<file path="config.mk">
export PLATFORM = sky130hd
export DESIGN_NAME = mips_multicycle_ctrl
export DESIGN_NICKNAME = d
export VERILOG_FILES = /design/src/rtl/mips_pkg.sv /design/src/rtl/mips_ctrl_decode.sv /design/src/rtl/mips_multicycle_ctrl.sv
export SDC_FILE = /design/constraint.sdc
export NUM_CORES = 1
export LEC_CHECK = 0
export CORE_UTILIZATION = 35
export CTS_BUF_LIST = sky130_fd_sc_hd__clkbuf_2
export CTS_CLUSTER_DIAMETER = 50
export DETAILED_ROUTE_END_ITERATION = 7
export PLACE_DENSITY_LB_ADDON = 0.15
export SLEW_MARGIN = 20
export SYNTH_ARGS = -nofsm -noshare
export SYNTH_HDL_FRONTEND = slang
export SYNTH_SLANG_ARGS = --single-unit
export TNS_END_PERCENT = 1
</file>
<file path="constraint.sdc">
create_clock -name clk -period 1.89 [get_ports clk]
set_clock_uncertainty 0.15 [all_clocks]
set_input_delay 0.378 -clock clk [delete_from_list [all_inputs] [get_ports clk]]
set_output_delay 0.378 -clock clk [all_outputs]
set_load 0.1 [all_outputs]
</file>
<file path="src/rtl/mips_pkg.sv">
// Shared types and constants for the multicycle MIPS control path:
// state codes, opcodes, datapath select encodings and the Moore control word.
package mips_pkg;

  typedef enum logic [3:0] {
    S_IDLE      = 4'd0,
    S_FETCH     = 4'd1,
    S_DECODE    = 4'd2,
    S_MEM_ADDR  = 4'd3,
    S_MEM_READ  = 4'd4,
    S_MEM_WB    = 4'd5,
    S_MEM_WRITE = 4'd6,
    S_EXECUTE   = 4'd7,
    S_ALU_WB    = 4'd8,
    S_BRANCH    = 4'd9,
    S_ADDI_EXEC = 4'd10,
    S_ADDI_WB   = 4'd11,
    S_JUMP      = 4'd12
  } state_t;

  localparam logic [5:0] OP_RTYPE = 6'b000000;
  localparam logic [5:0] OP_LW    = 6'b100011;
  localparam logic [5:0] OP_SW    = 6'b101011;
  localparam logic [5:0] OP_BEQ   = 6'b000100;
  localparam logic [5:0] OP_ADDI  = 6'b001000;
  localparam logic [5:0] OP_J     = 6'b000010;

  localparam logic [1:0] ALUOP_ADD   = 2'b00;
  localparam logic [1:0] ALUOP_SUB   = 2'b01;
  localparam logic [1:0] ALUOP_FUNCT = 2'b10;

  localparam logic [1:0] ALUSRCB_REGB   = 2'b00;
  localparam logic [1:0] ALUSRCB_FOUR   = 2'b01;
  localparam logic [1:0] ALUSRCB_SEXT   = 2'b10;
  localparam logic [1:0] ALUSRCB_SEXT_2 = 2'b11;

  localparam logic [1:0] PCSRC_ALU    = 2'b00;
  localparam logic [1:0] PCSRC_ALUOUT = 2'b01;
  localparam logic [1:0] PCSRC_JUMP   = 2'b10;

  // rdy_gate marks states whose ir_write/pc_write/instr_done only take
  // effect in the cycle the memory reports completion.
  typedef struct packed {
    logic       iord;
    logic       mem_read;
    logic       mem_write;
    logic       ir_write;
    logic       reg_dst;
    logic       mem_to_reg;
    logic       reg_write;
    logic       alu_src_a;
    logic [1:0] alu_src_b;
    logic [1:0] alu_op;
    logic [1:0] pc_src;
    logic       pc_write;
    logic       branch;
    logic       instr_done;
    logic       rdy_gate;
  } ctrl_word_t;

  function automatic logic is_supported(input logic [5:0] op);
    return (op == OP_RTYPE) || (op == OP_LW)   || (op == OP_SW) ||
           (op == OP_BEQ)   || (op == OP_ADDI) || (op == OP_J);
  endfunction

endpackage

</file>
<file path="src/rtl/mips_ctrl_decode.sv">
// Pure state-to-control-word map; everything here depends on the state alone.
module mips_ctrl_decode
  import mips_pkg::*;
(
  input  state_t     i_state,
  output ctrl_word_t o_cw
);

  // NOTE: o_cw gets a full default before the case, so every path assigns
  // every field and no latch can be inferred.
  always_comb begin
    o_cw = '0;
    case (i_state)
      S_FETCH: begin
        o_cw.mem_read   = 1'b1;
        o_cw.iord       = 1'b0;
        o_cw.alu_src_a  = 1'b0;
        o_cw.alu_src_b  = ALUSRCB_FOUR;
        o_cw.alu_op     = ALUOP_ADD;
        o_cw.pc_src     = PCSRC_ALU;
        o_cw.ir_write   = 1'b1;
        o_cw.pc_write   = 1'b1;
        o_cw.rdy_gate   = 1'b1;
      end
      S_DECODE: begin
        o_cw.alu_src_a  = 1'b0;
        o_cw.alu_src_b  = ALUSRCB_SEXT_2;
        o_cw.alu_op     = ALUOP_ADD;
      end
      S_MEM_ADDR: begin
        o_cw.alu_src_a  = 1'b1;
        o_cw.alu_src_b  = ALUSRCB_SEXT;
        o_cw.alu_op     = ALUOP_ADD;
      end
      S_MEM_READ: begin
        o_cw.mem_read   = 1'b1;
        o_cw.iord       = 1'b1;
      end
      S_MEM_WB: begin
        o_cw.reg_write  = 1'b1;
        o_cw.reg_dst    = 1'b0;
        o_cw.mem_to_reg = 1'b1;
        o_cw.instr_done = 1'b1;
      end
      S_MEM_WRITE: begin
        o_cw.mem_write  = 1'b1;
        o_cw.iord       = 1'b1;
        o_cw.instr_done = 1'b1;
        o_cw.rdy_gate   = 1'b1;
      end
      S_EXECUTE: begin
        o_cw.alu_src_a  = 1'b1;
        o_cw.alu_src_b  = ALUSRCB_REGB;
        o_cw.alu_op     = ALUOP_FUNCT;
      end
      S_ALU_WB: begin
        o_cw.reg_write  = 1'b1;
        o_cw.reg_dst    = 1'b1;
        o_cw.mem_to_reg = 1'b0;
        o_cw.instr_done = 1'b1;
      end
      S_BRANCH: begin
        o_cw.alu_src_a  = 1'b1;
        o_cw.alu_src_b  = ALUSRCB_REGB;
        o_cw.alu_op     = ALUOP_SUB;
        o_cw.branch     = 1'b1;
        o_cw.pc_src     = PCSRC_ALUOUT;
        o_cw.instr_done = 1'b1;
      end
      S_ADDI_EXEC: begin
        o_cw.alu_src_a  = 1'b1;
        o_cw.alu_src_b  = ALUSRCB_SEXT;
        o_cw.alu_op     = ALUOP_ADD;
      end
      S_ADDI_WB: begin
        o_cw.reg_write  = 1'b1;
        o_cw.reg_dst    = 1'b0;
        o_cw.mem_to_reg = 1'b0;
        o_cw.instr_done = 1'b1;
      end
      S_JUMP: begin
        o_cw.pc_write   = 1'b1;
        o_cw.pc_src     = PCSRC_JUMP;
        o_cw.instr_done = 1'b1;
      end
      default: o_cw = '0;
    endcase
  end

endmodule

</file>
<file path="src/rtl/mips_multicycle_ctrl.sv">
// Multicycle MIPS control FSM: state register, next-state logic, and the
// mem_ready / zero / opcode qualification of the Moore control word.
module mips_multicycle_ctrl
  import mips_pkg::*;
(
  input  logic       clk,
  input  logic       reset,
  input  logic [5:0] opcode,
  input  logic       zero,
  input  logic       mem_ready,
  output logic       pc_en,
  output logic       iord,
  output logic       mem_read,
  output logic       mem_write,
  output logic       ir_write,
  output logic       reg_dst,
  output logic       mem_to_reg,
  output logic       reg_write,
  output logic       alu_src_a,
  output logic [1:0] alu_src_b,
  output logic [1:0] alu_op,
  output logic [1:0] pc_src,
  output logic       instr_done,
  output logic       illegal_op,
  output logic [3:0] state
);

  state_t     r_state;
  state_t     w_next;
  ctrl_word_t w_cw;
  logic       w_gate;
  logic       w_pc_write;
  logic       w_illegal;

  // NOTE: state is updated with <= so every reader in this edge sees the old
  // value; reset is sampled on the clock edge, not asynchronously.
  always_ff @(posedge clk) begin
    if (reset) r_state <= S_IDLE;
    else       r_state <= w_next;
  end

  always_comb begin
    w_next = S_IDLE;
    case (r_state)
      S_IDLE:      w_next = S_FETCH;
      S_FETCH:     w_next = mem_ready ? S_DECODE : S_FETCH;
      S_DECODE: begin
        case (opcode)
          OP_LW, OP_SW: w_next = S_MEM_ADDR;
          OP_RTYPE:     w_next = S_EXECUTE;
          OP_BEQ:       w_next = S_BRANCH;
          OP_ADDI:      w_next = S_ADDI_EXEC;
          OP_J:         w_next = S_JUMP;
          default:      w_next = S_FETCH;
        endcase
      end
      S_MEM_ADDR: begin
        if (opcode == OP_LW)      w_next = S_MEM_READ;
        else if (opcode == OP_SW) w_next = S_MEM_WRITE;
        else                      w_next = S_FETCH;
      end
      S_MEM_READ:  w_next = mem_ready ? S_MEM_WB : S_MEM_READ;
      S_MEM_WB:    w_next = S_FETCH;
      S_MEM_WRITE: w_next = mem_ready ? S_FETCH : S_MEM_WRITE;
      S_EXECUTE:   w_next = S_ALU_WB;
      S_ALU_WB:    w_next = S_FETCH;
      S_BRANCH:    w_next = S_FETCH;
      S_ADDI_EXEC: w_next = S_ADDI_WB;
      S_ADDI_WB:   w_next = S_FETCH;
      S_JUMP:      w_next = S_FETCH;
      default:     w_next = S_IDLE;
    endcase
  end

  mips_ctrl_decode u_decode (
    .i_state (r_state),
    .o_cw    (w_cw)
  );

  // Memory-side strobes fire only once the access actually completes.
  assign w_gate     = ~w_cw.rdy_gate | mem_ready;
  assign w_pc_write = w_cw.pc_write & w_gate;
  assign w_illegal  = (r_state == S_DECODE) && !is_supported(opcode);

  assign pc_en      = w_pc_write | (w_cw.branch & zero);
  assign iord       = w_cw.iord;
  assign mem_read   = w_cw.mem_read;
  assign mem_write  = w_cw.mem_write;
  assign ir_write   = w_cw.ir_write & w_gate;
  assign reg_dst    = w_cw.reg_dst;
  assign mem_to_reg = w_cw.mem_to_reg;
  assign reg_write  = w_cw.reg_write;
  assign alu_src_a  = w_cw.alu_src_a;
  assign alu_src_b  = w_cw.alu_src_b;
  assign alu_op     = w_cw.alu_op;
  assign pc_src     = w_cw.pc_src;
  assign instr_done = (w_cw.instr_done & w_gate) | w_illegal;
  assign illegal_op = w_illegal;
  assign state      = r_state;

endmodule

</file>
==> flow_metrics.py <==
metrics = {
    "run_status": {
        "outcome": "finished, violations left",
        "violations": "negative setup slack",
    },
    "logic_synthesis": {
        "synth_top_family_by_area": "simple AND/OR/NAND/NOR gates",
        "avgSynthCellArea_sq_um": 6.74,
        "synth_edf_count": 0,
        "netlist_instances": 87,
        "yosysWarnings": 0,
        "syn_area_sq_um": 587,
        "synthSimpleGateAreaFrac_pct": 46.1,
        "muxShareOfSynthArea_pct": 1.71,
        "synth_fa_ha_area_share_pct": 0,
        "synth_seq_cells": 4,
        "synth_fp_nets": 97,
        "synthFlopType": "dfxtp_1",
        "yosysUniqueCellTypes": 36,
        "synthXorXnorAreaFrac_pct": 4.48,
        "synth-compound-area-share_pct": 26.9,
        "async_reset_ff_share_pct": 0,
        "ys_seq_area_share_pct": 13.6,
    },
    "floorplanning": {
        "core_area_sq_um": 1540,
        "die_x_microns": 42.9,
        "initial_core_util_pct": 38.1,
        "fp.dieArea_sq_um": 1840,
        "die_h_microns": 42.9,
        "rows": 14,
        "ios": 31,
    },
    "routing": {
        "vias_per_cell": 6.13,
        "final_antenna_net_count": 0,
        "dr.pass1.iters": 4,
        "post_drt_wl_per_cell_microns": 20.4,
        "drt-initial-drc-count": 63,
        "routed_wl_microns": 3230,
        "drc_errors": 0,
        "via_count": 968,
    },
    "worst_setup_path": {
        "r2r_start": "state[3]",
        "r2r_setup_slack_ps": 270,
        "start_kind": "input pin",
        "r2r_cells": 5,
        "r2r-end": "state[2]",
        "path_max_fanout": 1,
        "required_ps": 1360,
        "critPathCaptureType": "primary output",
        "cp.arrival_ps": 1600,
        "critPathKind": "in -> out",
    },
    "timing": {
        "finalCritPeriodShare_pct": 113,
        "slew_viol_final": 0,
        "hold_slack_ps": 456,
        "relSlewSlack_pct": 75.4,
        "worst_slack_ps": -237,
        "rsz0062_at_grt": "true",
        "fin_crit_ps": 2130,
        "finalSetupViolCount": 7,
        "fin_setup_tns_ps": -1000,
        "fmax_ghz": 0.470,
        "hold_viol": 0,
        "worst_pin_slew_ps": 366,
    },
    "global_routing": {
        "grt.overflow.total": 0,
        "antenna_found_initial": 0,
        "grt_max_degree": 13,
        "grt_pass1_vias": 888,
        "grt_usage_pct": 29.0,
        "grt_first_pass_wirelength_microns": 4090,
    },
    "hold_path": {
        "holdCritStartpoint": "opcode[4]",
        "holdPathEnd": "state[3]",
        "whs_path_depth": 5,
        "worstHoldPathType": "in -> reg",
    },
    "cts": {
        "cts_tree": "done",
        "clockRootBuffer": "clkbuf_2",
        "worstSkewPairLatency_ps": 200,
        "clockBufferDepth": 2,
        "holdBufCountCts": 0,
        "htreeDepth": 1,
        "clkSlewWorstSetupHoldPaths_ps": 40,
        "numCtsBuffers": 3,
        "clock_sinks": 4,
    },
    "placed_design": {
        "dp_hpwl_microns": 1840,
        "routabilityCongestion": 0.935,
        "port_buffers": 30,
    },
    "power": {
        "p_seq_share_pct": 19.3,
        "pwr-share-comb_pct": 65.9,
        "leakage_nw": 0.587,
        "power.internal_w": 0.000258,
        "power.switching_w": 0.000233,
        "swShare_pct": 47.5,
        "power_density_nw_per_um2": 335,
        "clkPwrFrac_pct": 14.8,
        "max-vdd-ir-drop_v": 0.000365,
    },
    "layout": {
        "largest_register_ffs": 4,
        "n_antenna_cell": 0,
        "syn2layout_area_growth_pct": 150,
        "nNetsFinal": 154,
        "drive_gt1_share_pct": 60.6,
    },
    "run": {
        "maxCapViolCount": 0,
    },
}
[layout make-up]
type | count | area, sq um
clock buffers | 3 | 15.0
fillers | 44 | 75.1
inverters | 1 | 3.75
multi-input cells | 77 | 618
flip-flops and latches | 4 | 95.1
well taps | 16 | 20.0
repair buffers | 57 | 714
[cell usage after synthesis, drive strengths merged, types with 2 or more instances]
cell type   n  area [sq um]
a31oi       2          12.5
or3         2          12.5
or2         3          21.3
nor2       13          48.8
a21oi      11          55.1
buf         3          21.3
clkbuf      2          17.5
nand2b     11          76.3
nand2       7          26.3
xnor2       2          17.5
dfxtp       4          80.1
o22ai       2          12.5
nor3        7          35.0
[critical path, cell delays in order]
cell and delay [ps]:
clkdlybuf4s50_1 490, nand2_1 70, a21oi_1 140, a21oi_1 130, nor2_2 190, buf_12 200
[kinds of logic (layout without fill, tap and decap cells)]
| logic type | count (synthesis) | in the layout |
|---|---|---|
| flip-flops | 4 | 4 |
| XOR/XNOR | 3 | 3 |
| multiplexers | 1 | 1 |
| AND/OR/NAND/NOR | 49 | 49 |
| AO/OA/AOI/OAI | 24 | 24 |
| buffers and inverters | 6 | 61 |
[timing repair]
item,CTS,global route
endpoints found under the setup margin,11,13
endpoints found under the hold margin,0,0
buffers inserted,1,4
pin swaps,7,7
resized for setup,39,11
[stage by stage]
step	cells	utilization [%]	worst slack (ps)	instance area, sq um	total power (W)
6_report	158	95.1	-237	1470	0.000492
5_1_grt	158	95.1	-292	1470	0.000506
4_1_cts	154	90.1	-172	1390	0.000470
3_5_place_dp	150	85.7	-621	1320	0.000384
3_3_place_gp	150	85.7	-568	1320	0.000379
2_1_floorplan	87	-	-1090	664	0.000262
[metal layers]
metal  GRT usage (%)  wire (microns)  vias to the layer above
li1                -               -                      424
met1            35.0            1190                      453
met2            50.3            1600                       66
met3            4.26             211                       25
met4            12.7             225                        0
met5               0               0                        -
[power by group through the flow]
stage                     Combinational [W]   Clock, W  Sequential (W)
final                              0.000324  0.0000729       0.0000948
after floorplan                    0.000151          0        0.000111
after global placement             0.000285          0       0.0000936
after detailed placement           0.000290          0       0.0000938
after CTS                          0.000300  0.0000767       0.0000933
after global routing               0.000333  0.0000784       0.0000949
[how the worst max path moves through the flow]
| stage | start | end | cells after the start | slack, ps |
|---|---|---|---|---|
| 2_1_floorplan | state[3] | instr_done | 3 | -1090 |
| 3_3_place_gp | opcode[2] | instr_done | 6 | -570 |
| 3_5_place_dp | opcode[2] | instr_done | 6 | -620 |
| 4_1_cts | opcode[4] | instr_done | 6 | -170 |
| 5_1_grt | zero | pc_en | 6 | -290 |
| 6_report | zero | pc_en | 6 | -240 |
[cells in the final DEF, fill, tap and decap left out, drive strengths merged, types with 2 or more instances in the layout]
| cell | instances |
|---|---|
| nor2 | 13 |
| clkdlybuf4s50 | 2 |
| a21oi | 11 |
| or2 | 3 |
| xnor2 | 2 |
| nor3 | 7 |
| or3 | 2 |
| nand2b | 11 |
| nand2 | 7 |
| a31oi | 2 |
| o22ai | 2 |
| clkbuf | 3 |
| buf | 54 |
| dfxtp | 4 |
Note: power is estimated with default switching activity, not from simulation.
